==> config.mk <==
export PLATFORM = sky130hd
export DESIGN_NAME = bp_me_wormhole_concentrator_rr
export DESIGN_NICKNAME = d
export VERILOG_FILES = /design/src/rtl/bp_me_wormhole_concentrator_rr.sv
export SDC_FILE = /design/constraint.sdc
export NUM_CORES = 1
export LEC_CHECK = 0
export BUFFER_PORTS_ARGS = -buffer_cell sky130_fd_sc_hd__buf_4
export CAP_MARGIN = 20
export CORE_AREA = 3 3 256 258
export DETAILED_ROUTE_END_ITERATION = 12
export DIE_AREA = 0 0 259 261
export HOLD_SLACK_MARGIN = 0.08
export MAX_ROUTING_LAYER = met4
export PLACE_DENSITY = 0.41
export SYNTH_ARGS = -nofsm -noshare
export SYNTH_HDL_FRONTEND = slang
export SYNTH_SLANG_ARGS = --single-unit
export TNS_END_PERCENT = 20
==> constraint.sdc <==
create_clock -name clk_i -period 6.9 [get_ports clk_i]
set_input_delay 0.69 -clock clk_i [delete_from_list [all_inputs] [get_ports clk_i]]
set_output_delay 0.69 -clock clk_i [all_outputs]
set_load 0.1 [all_outputs]
==> src/rtl/bp_me_wormhole_concentrator_rr.sv <==
`default_nettype none
// ============================================================================
// Module   : bp_me_wormhole_concentrator_rr
// Purpose  : N-way wormhole concentrator. The upstream path merges num_in_p
//            tile-side links onto one concentrated link. It uses round-robin
//            arbitration, and a packet stays locked to its link until the
//            packet ends. The downstream path routes returning packets to
//            the link named by the header cid. Packets with an out-of-range
//            cid are dropped, and a sticky error flag is raised.
// Ports    : clk_i, reset_n_i (async, active-low)
//            links_v_i / links_data_i / links_ready_and_o   tile -> conc
//            links_v_o / links_data_o / links_ready_and_i   conc -> tile
//            conc_v_o  / conc_data_o  / conc_ready_and_i    concentrated up
//            conc_v_i  / conc_data_i  / conc_ready_and_o    concentrated down
//            err_o                                          sticky bad-cid
// Revision : 1.0 - initial release
// ============================================================================
module bp_me_wormhole_concentrator_rr #(
    parameter int flit_width_p = 64,
    parameter int cord_width_p = 7,
    parameter int len_width_p  = 4,
    parameter int cid_width_p  = 4,
    parameter int num_in_p     = 4
) (
    input  logic                             clk_i,
    input  logic                             reset_n_i,

    input  logic [num_in_p-1:0]              links_v_i,
    input  logic [num_in_p*flit_width_p-1:0] links_data_i,
    output logic [num_in_p-1:0]              links_ready_and_o,

    output logic [num_in_p-1:0]              links_v_o,
    output logic [num_in_p*flit_width_p-1:0] links_data_o,
    input  logic [num_in_p-1:0]              links_ready_and_i,

    output logic                             conc_v_o,
    output logic [flit_width_p-1:0]          conc_data_o,
    input  logic                             conc_ready_and_i,

    input  logic                             conc_v_i,
    input  logic [flit_width_p-1:0]          conc_data_i,
    output logic                             conc_ready_and_o,

    output logic                             err_o
);

    localparam int PTR_W   = $clog2(num_in_p);
    localparam int LEN_LSB = cord_width_p;
    localparam int CID_LSB = cord_width_p + len_width_p;

    localparam logic [PTR_W-1:0]       LAST_IDX   = PTR_W'(num_in_p - 1);
    localparam logic [PTR_W:0]         NUM_IN_EXT = (PTR_W+1)'(num_in_p);
    localparam logic [cid_width_p:0]   NUM_IN_CID = (cid_width_p+1)'(num_in_p);
    localparam logic [len_width_p-1:0] LEN_ONE    = len_width_p'(1);

    typedef enum logic {
        UP_IDLE = 1'b0,
        UP_BUSY = 1'b1
    } up_state_e;

    typedef enum logic [1:0] {
        DN_IDLE = 2'd0,
        DN_BUSY = 2'd1,
        DN_DROP = 2'd2
    } dn_state_e;

    // ------------------------------------------------------------------
    // Upstream: round-robin arbitration with a wormhole lock
    // ------------------------------------------------------------------
    up_state_e              up_state_q;
    logic [PTR_W-1:0]       rr_ptr_q;
    logic [PTR_W-1:0]       rr_ptr_d;
    logic [PTR_W-1:0]       lock_q;
    logic [len_width_p-1:0] up_cnt_q;

    logic [PTR_W-1:0]       grant;
    logic                   grant_found;
    logic [PTR_W:0]         scan_sum;
    logic [PTR_W-1:0]       scan_idx;
    logic [PTR_W-1:0]       up_sel;
    logic                   up_hs;
    logic [len_width_p-1:0] up_len;

    // Find the first valid link, starting at rr_ptr and wrapping past the top.
    // If no link is valid, grant keeps the value of rr_ptr. That link's valid
    // is 0, so nothing transfers.
    always_comb begin
        grant       = rr_ptr_q;
        grant_found = 1'b0;
        scan_sum    = '0;
        scan_idx    = '0;
        for (int i = 0; i < num_in_p; i++) begin
            scan_sum = {1'b0, rr_ptr_q} + (PTR_W+1)'(i);
            scan_idx = (scan_sum >= NUM_IN_EXT) ? PTR_W'(scan_sum - NUM_IN_EXT)
                                                : scan_sum[PTR_W-1:0];
            if (!grant_found && links_v_i[scan_idx]) begin
                grant_found = 1'b1;
                grant       = scan_idx;
            end
        end
    end

    assign rr_ptr_d    = (grant == LAST_IDX) ? '0 : grant + PTR_W'(1);
    assign up_sel      = (up_state_q == UP_BUSY) ? lock_q : grant;
    assign conc_v_o    = reset_n_i & links_v_i[up_sel];
    assign conc_data_o = links_data_i[int'(up_sel)*flit_width_p +: flit_width_p];
    assign up_hs       = conc_v_o & conc_ready_and_i;
    assign up_len      = conc_data_o[LEN_LSB +: len_width_p];

    // Only the selected link sees conc_ready_and_i. Every other link is held
    // off, so no link can transfer a flit that was not forwarded.
    always_comb begin
        links_ready_and_o = '0;
        if (reset_n_i) begin
            links_ready_and_o[up_sel] = conc_ready_and_i;
        end
    end

    always_ff @(posedge clk_i or negedge reset_n_i) begin
        if (!reset_n_i) begin
            up_state_q <= UP_IDLE;
            rr_ptr_q   <= '0;
            lock_q     <= '0;
            up_cnt_q   <= '0;
        end else begin
            case (up_state_q)
                UP_IDLE: begin
                    if (up_hs) begin
                        rr_ptr_q <= rr_ptr_d;
                        if (up_len != '0) begin
                            lock_q     <= grant;
                            up_cnt_q   <= up_len;
                            up_state_q <= UP_BUSY;
                        end
                    end
                end
                UP_BUSY: begin
                    if (up_hs) begin
                        up_cnt_q <= up_cnt_q - LEN_ONE;
                        if (up_cnt_q == LEN_ONE) begin
                            up_state_q <= UP_IDLE;
                        end
                    end
                end
                default: up_state_q <= UP_IDLE;
            endcase
        end
    end

    // ------------------------------------------------------------------
    // Downstream: cid demultiplexer with bad-cid drop
    // ------------------------------------------------------------------
    dn_state_e              dn_state_q;
    logic [PTR_W-1:0]       dest_q;
    logic [len_width_p-1:0] dn_cnt_q;
    logic                   err_q;

    logic [cid_width_p-1:0] dn_cid;
    logic                   cid_ok;
    logic                   dn_drop;
    logic [PTR_W-1:0]       dn_dest;
    logic                   dn_hs;
    logic [len_width_p-1:0] dn_len;

    assign dn_cid  = conc_data_i[CID_LSB +: cid_width_p];
    assign dn_len  = conc_data_i[LEN_LSB +: len_width_p];
    assign cid_ok  = ({1'b0, dn_cid} < NUM_IN_CID);
    assign dn_drop = (dn_state_q == DN_DROP) || ((dn_state_q == DN_IDLE) && !cid_ok);
    // In IDLE the header itself names the destination. Truncating the cid is
    // safe because the truncated value is only used when cid < num_in_p.
    assign dn_dest = (dn_state_q == DN_IDLE) ? dn_cid[PTR_W-1:0] : dest_q;

    assign conc_ready_and_o = reset_n_i & (dn_drop | links_ready_and_i[dn_dest]);
    assign dn_hs            = conc_v_i & conc_ready_and_o;
    assign links_data_o     = {num_in_p{conc_data_i}};
    assign err_o            = err_q;

    always_comb begin
        links_v_o = '0;
        if (reset_n_i && !dn_drop) begin
            links_v_o[dn_dest] = conc_v_i;
        end
    end

    always_ff @(posedge clk_i or negedge reset_n_i) begin
        if (!reset_n_i) begin
            dn_state_q <= DN_IDLE;
            dest_q     <= '0;
            dn_cnt_q   <= '0;
            err_q      <= 1'b0;
        end else begin
            case (dn_state_q)
                DN_IDLE: begin
                    if (dn_hs) begin
                        if (!cid_ok) begin
                            err_q <= 1'b1;
                        end
                        if (dn_len != '0) begin
                            dest_q     <= dn_dest;
                            dn_cnt_q   <= dn_len;
                            dn_state_q <= cid_ok ? DN_BUSY : DN_DROP;
                        end
                    end
                end
                DN_BUSY, DN_DROP: begin
                    if (dn_hs) begin
                        dn_cnt_q <= dn_cnt_q - LEN_ONE;
                        if (dn_cnt_q == LEN_ONE) begin
                            dn_state_q <= DN_IDLE;
                        end
                    end
                end
                default: dn_state_q <= DN_IDLE;
            endcase
        end
    end

endmodule
`default_nettype wire

Word-level counts from Yosys, hierarchy flattened. Cells that the tools add are included.

Bits in registers: 18. Latch bits: 0. Memory bits (writable): 0. Memory bits (read-only): 0. Word-level logic and storage cells: 129. Memories: 0.

$add $sub $neg: 10. Multiply operators: 0. Div/mod/pow operators: 0. $lt $le $gt $ge: 13. Equal/unequal tests: 12. Shifts and indexed selects: 1. Multiplexer cells: 51. Bitwise operators: 9. Reductions and logical operators: 25.

Operators by type and width (count): indexed part select 256 x 9 -> 64 bit (1); two-way mux 2 bit (16); two-way mux 4 bit (8); less-than comparator 2 x 3 -> 1 bit, second input constant (6); case mux 4 bit (2 select lines) (2); two-way mux 1 bit (15); binary-select mux 1 bit (select 2 bit) (6); AND reduction 3 bit (4); inequality test 2 bit, second input constant (5); >= comparator 3 bit, second input constant (3); bitwise AND 4 bit (2); == test 4 x 1 -> 1 bit, second input constant (2); AND reduction 4 bit (2); nonzero test 4 bit (2); subtractor 2 x 1 -> 2 bit, second input constant (4); subtractor 4 x 1 -> 4 bit, second input constant (2); logical AND 1 bit (7); adder 2 x 2 -> 3 bit, second input constant (2); zero test 1 bit (5); bitwise AND 1 bit (4); demux 1 bit (select 2 bit) (2); == test 2 bit, second input constant (2); >= comparator 2 x 1 -> 1 bit, second input constant (2); less-than comparator 4 x 3 -> 1 bit, second input constant (1); 14 further kinds (16).

Longest topological paths before layout. Gate-level depths: netlist of run 1.

Depth in word-level cells: 21. Mapped depth: 10. Mapped depth without buffers: 9.

Least setup slack after synthesis of run 1. Ideal clock, no wire load.

Kind: input-to-output. From: input links_v_i[3]. To: output conc_v_o. Arrival time: 4124 ps. Required time: 6210 ps. Setup slack: 2086 ps. Stages on the path: 6. Cells stage by stage: buf_6 > nor2b_4 > a2111oi_4 > o31a_1 > mux2_4 > nor3b_1.

Cells in the longest elaborated chain, start to end: 16. Elaborated cells on any way between the ends: 25. Classes of those cells: 18 x mux; 1 x bitwise; 6 x reduce/logical.

RTL lines: start, declared (RTL line 28) `input logic [num_in_p-1:0] links_v_i,`; binary-select mux 1 bit (select 2 bit) (RTL line 96) `if (!grant_found && links_v_i[scan_idx]) begin`; two-way mux 1 bit (not written as such) (RTL line 96); two-way mux 1 bit (RTL line 96); zero test 1 bit (RTL line 96); logical AND 1 bit (RTL line 96); two-way mux 1 bit (RTL line 96); zero test 1 bit (RTL line 96); logical AND 1 bit (RTL line 96); two-way mux 1 bit (RTL line 96); zero test 1 bit (RTL line 96); logical AND 1 bit (RTL line 96); two-way mux 2 bit (RTL line 96); two-way mux 2 bit (RTL line 104) `assign up_sel = (up_state_q == UP_BUSY) ? lock_q : grant;`; binary-select mux 1 bit (select 2 bit) * (RTL line 105) `assign conc_v_o = reset_n_i & links_v_i[up_sel];`; two-way mux 1 bit (not written as such) * (RTL line 105); bitwise AND 1 bit * (RTL line 105); end, declared (RTL line 36) `output logic conc_v_o,`.

Mark *: on every way between the ends. The rest lies on a longest branch, timed or not. The select of a mux whose other input is x is not followed.

Worst setup path after layout of run 1.
From: register up_state_q. To: output conc_data_o[10].

Cells in the longest elaborated chain, start to end: 2.

RTL lines: start, declared (RTL line 70) `up_state_e up_state_q;`; start signal, assigned (RTL line 121) `up_state_q <= UP_IDLE;`; start signal, assigned (RTL line 133) `up_state_q <= UP_BUSY;`; start signal, assigned (RTL line 141) `up_state_q <= UP_IDLE;`; two-way mux 2 bit (RTL line 104); indexed part select 256 x 9 -> 64 bit (RTL line 106) `assign conc_data_o = links_data_i[int'(up_sel)*flit_width_p +: flit_width_p];`; end, declared (RTL line 37) `output logic [flit_width_p-1:0] conc_data_o,`.

Every way passes these cells.

==> flow_summary.ini, run 1 <==
[synthesis]
avgSynthCellArea_um2 = 6.28
synth-seq-area-share_pct = 8.21
synth.net_count = 1212
syn-instance-count = 874
synth_area_mm2 = 0.00549
yosys_warnings = 0
synth_edf_count = 0
synth.ff_latch_count = 18
async_flop_share_pct = 100
synth_top_flop_cell = dfrtp_1
ys_types = 56

[clocking]
clk_latency_ps = 250
ctsHtreeMaxLevel = 1
numCtsBuffers = 3
cts_hold_buf = 0
cts_tree = done
clockBufferDepth = 2
path_clk_slew_ps = 60
post-cts-setup-buffers = 0
cts_root_buf = clkbuf_16
cts.sinks = 18
ctsResizeCount = 0

[floorplanning]
die_w_um = 259
initial_core_util_pct = 8.68
pin_count = 663
die_height_um = 261
coreArea_mm2 = 0.0632
num_rows = 92
die_area_mm2 = 0.0676

[route]
drt_iter0_markers = 213
drt_wl_total_um = 25700
dr.pass1.iters = 4
drcViolationCount = 0
wl_per_cell_um = 14.2
vias = 5954
drt-vias-per-instance = 3.30
ant_nets = 0

[timing]
max_freq_mhz = 219
rsz0062_at_grt = no
final_max_slew_viol_count = 0
timing.final.crit_share_pct = 66.1
finClkSkew_ps = 5.63
tightestPinTransition_ps = 937
setup_violations = 0
relSlewSlack_pct = 37.5
hold_violations = 0
finalCriticalPeriod_ps = 4560
tns_ps = 0

[finish]
area_growth_pct = 35.9
drive_gt1_share_pct = 42.4
final_common_cell = buf_4
seq_area_um2 = 450
num-nets-final = 1298
fillers = 7411
final_cell_mix = buf_4 (385), nand2_1 (260), and3_1 (63), a31oi_1 (63), inv_1 (25)
multi_input_area_mm2 = 0.00284

[global_routing]
grt_max_degree = 107
grt_pass1_vias = 6108
grt.total_usage_pct = 6.98
antenna_found_initial = 2
overflow = 0
grt_pass1_wl_um = 35800

[critical_path]
slowest_stage = dfrtp_1
end_kind = primary output
cp_slowest_stage_delay_ps = 950
critPathArrivalTime_ps = 3870
required_ps = 6210
path_class = reg -> out
ff2ff_setup_slack_ps = 2960
path_cells = a221oi_1, a32oi_4, buf_4, a21oi_1, a22o_1, inv_1, buf_4
worstPathMaxFanout = 53
crit_path_start_kind = flop
reg2reg_depth = 7
crit_path_start = up_state_q
cp_common_cell = buf_4
endpoint = conc_data_o[10]
worstReg2RegStart = up_state_q
r2r-end = up_cnt_q[2]

[worst_hold_path]
min_path_type = in -> async

[status]
status = complete, no violations

[job]
drv_cap = 0

[placement]
hpwlAfterDp_um = 21100
place_congestion = 0.902
place.port_buffers = 382
==> critical path: cells and delay by family (launching register included) <==
| family | cells | cell delay [ps] |
|---|---|---|
| flip-flops | 1 | 950 |
| AO/OA/AOI/OAI | 4 | 1440 |
| buffers and inverters | 3 | 1100 |
==> layout make-up <==
type / instances / area share (%)
Antenna cell: 2 / 0.0671
Clock buffer: 3 / 1.01
Inverter: 25 / 1.26
Multi-Input combinational cell: 525 / 38.1
Sequential cell: 18 / 6.04
Tap cell: 846 / 14.2
Timing Repair Buffer: 387 / 39.3
==> worst min path at each step <==
stage	from	end	slack [ps]
floorplan	reset_n_i	dest_q[0]	390
global placement	err_o	err_o	470
detailed placement	err_o	err_o	460
CTS	reset_n_i	dn_cnt_q[0]	330
global route	reset_n_i	dn_cnt_q[0]	340
finish	reset_n_i	dn_cnt_q[0]	320
==> flip-flops by register name, indices dropped and copies added, names as in the netlist <==
signal / flops
dn_cnt_q: 4
up_cnt_q: 4
dest_q: 2
dn_state_q: 2
lock_q: 2
rr_ptr_q: 2
err_o: 1
up_state_q: 1
==> synth_stat cells (7+ instances only) <==
library cell / count / share of area [%]
a21oi_1: 11 / 1.0
a31oi_1: 63 / 7.2
dfrtp_1: 18 / 8.2
nor2_1: 16 / 1.1
buf_4: 257 / 35
and3_1: 63 / 7.2
buf_1: 9 / 0.62
inv_1: 25 / 1.7
nand2_1: 260 / 18
clkbuf_1: 32 / 2.2
nor3_1: 9 / 0.82
o211ai_1: 7 / 0.96
o21ai_0: 10 / 0.91
==> logic make-up (layout without fill, tap and decap cells) <==
family / count (synthesis) / in the layout / synth area share [%]
other: 0 / 2 / 0
AND/OR/NAND/NOR: 377 / 377 / 30.7
flip-flops: 18 / 18 / 8.21
adder cells (fa/ha/maj): 6 / 6 / 1.37
XOR/XNOR: 1 / 1 / 0.160
buffers and inverters: 331 / 415 / 40.6
AO/OA/AOI/OAI: 130 / 130 / 16.7
multiplexers: 11 / 11 / 2.19
==> stage by stage <==
step | instance area, um2 | utilization, % | setup WS, ps | cells | hold WS (ps)
after global placement | 7370 | 11.7 | 2470 | 1801 | 470
after CTS | 7450 | 11.8 | 2170 | 1804 | 331
final | 7450 | 11.8 | 2340 | 1806 | 323
after detailed placement | 7370 | 11.7 | 2420 | 1801 | 464
after floorplan | 5490 | - | 2090 | 874 | 394
after global routing | 7450 | 11.8 | 1990 | 1806 | 342
==> per-layer routing <==
layer | global-route usage, % | up-vias | share of wire (%)
met5 | - | - | 0
met4 | 3.13 | 0 | 4.5
met3 | 2.90 | 95 | 12
met2 | 11.4 | 352 | 47
met1 | 7.41 | 2676 | 36
li1 | - | 2831 | -
Power of run 1 is not shown: default switching activity piles up to over one toggle a cycle in this logic, so the estimate is an artifact.
==> inputs of run 2 (changes only) <==
==> constraint.sdc (replaced) <==
create_clock -name clk_i -period 4.6 [get_ports clk_i]
set_input_delay 0.46 -clock clk_i [delete_from_list [all_inputs] [get_ports clk_i]]
set_output_delay 0.46 -clock clk_i [all_outputs]
set_load 0.1 [all_outputs]
==> flow_summary.ini, run 2 (synthesis gave the netlist of run 1 again) <==
[floorplanning]
pin_count = 663
initial_core_util_pct = 8.68
die_height_um = 261
die_area_mm2 = 0.0676
coreArea_mm2 = 0.0632
die_w_um = 259
num_rows = 92

[worst_hold_path]
min_path_type = in -> async

[timing]
relSlewSlack_pct = 36.3
final_max_slew_viol_count = 0
hold-worst-slack_ps = 91.9
timing.final.crit_share_pct = 82.0
tightestPinTransition_ps = 956
max_freq_mhz = 265
tns_ps = 0
worst_slack_ps = 827
finClkSkew_ps = 4.49
hold_violations = 0
setup_violations = 0
finalCriticalPeriod_ps = 3770
rsz0062_at_grt = no

[clocking]
ctsResizeCount = 0
ctsHtreeMaxLevel = 1
path_clk_slew_ps = 60
cts_tree = done
clk_latency_ps = 250
cts_hold_buf = 0
cts_root_buf = clkbuf_16
post-cts-setup-buffers = 0
numCtsBuffers = 3
clockBufferDepth = 2
cts.sinks = 18

[placement]
dp_slack_ps = 775
place_congestion = 0.883
hpwlAfterDp_um = 21600
place.port_buffers = 382

[global_routing]
overflow = 0
grt_pass1_vias = 6194
grt.total_usage_pct = 6.98
busiest_layer = met2
gr-usage-met3_pct = 2.49
antenna_found_initial = 1
grt_max_degree = 65
use_met2_pct = 11.4
grt_use_met1_pct = 7.66
grt_pass1_wl_um = 36100

[status]
status = complete, no violations

[route]
drt_wl_total_um = 25600
drcViolationCount = 0
drt_iter0_markers = 275
drt-vias-per-instance = 3.33
dr.pass1.iters = 4
vias = 6041
ant_nets = 0
wl_per_cell_um = 14.1

[job]
drv_cap = 0

[finish]
final_cell_mix = buf_4 (390), nand2_1 (260), and3_1 (63), a31oi_1 (63), inv_1 (25)
final_common_cell = buf_4
top_regs = dn_cnt_q: 4 flops, up_cnt_q: 4 flops
num-nets-final = 1305
area_growth_pct = 37.5
drive_gt1_share_pct = 42.9

[critical_path]
critPathArrivalTime_ps = 3310
crit_path_start_kind = flop
worstReg2RegStart = up_state_q
crit_path_start = up_state_q
end_kind = primary output
required_ps = 4140
worstPathMaxFanout = 36
ff2ff_setup_slack_ps = 1220
path_class = reg -> out
run 2: changes by cell type in the layout (fill, tap and decap cells not counted), sizes merged:
cell and delta:
diode -1, clkbuf +1, buf +7
run 2: final timing paths:
| check | cells after the start | endpoint |
|---|---|---|
| min in group clk_i | 1 | err_o |
| max in group asynchronous | 1 | dest_q[0] |
| setup reg to reg | 7 | up_cnt_q[2] |
| hold reg to reg | 1 | err_o |
| hold / removal | 1 | dn_cnt_q[0] |
| setup / recovery | 6 | conc_data_o[48] |
run 2: per-stage QoR:
stage	util, %	cell area (um2)	cells
finish	11.9	7540	1813
floorplan	-	5490	874
global route	11.9	7540	1812
CTS	11.9	7540	1812
global placement	11.8	7450	1808
detailed placement	11.8	7450	1808
run 2: worst max-delay path, stage by stage, from the launching register on:
cell     delay (ps)
dfrtp_1         970
nand2_1         380
o31ai_4         310
buf_12          280
nand2_1          80
a31oi_1         600
buf_4           420
run 2: layout make-up:
cell class              count  area, um2
fillers                  7351      55700
multi-input cells         525       2840
repair buffers            394       3010
well taps                 846       1060
clock buffers               4       88.8
inverters                  25       93.8
diodes                      1       2.50
flip-flops and latches     18        450
run 2: per-layer routing:
layer	part of all wire, %	up-vias
li1	-	2847
met1	38	2733
met2	47	364
met3	11	97
met4	4.4	0
met5	0	-
Power of run 2 is left out for the same reason.
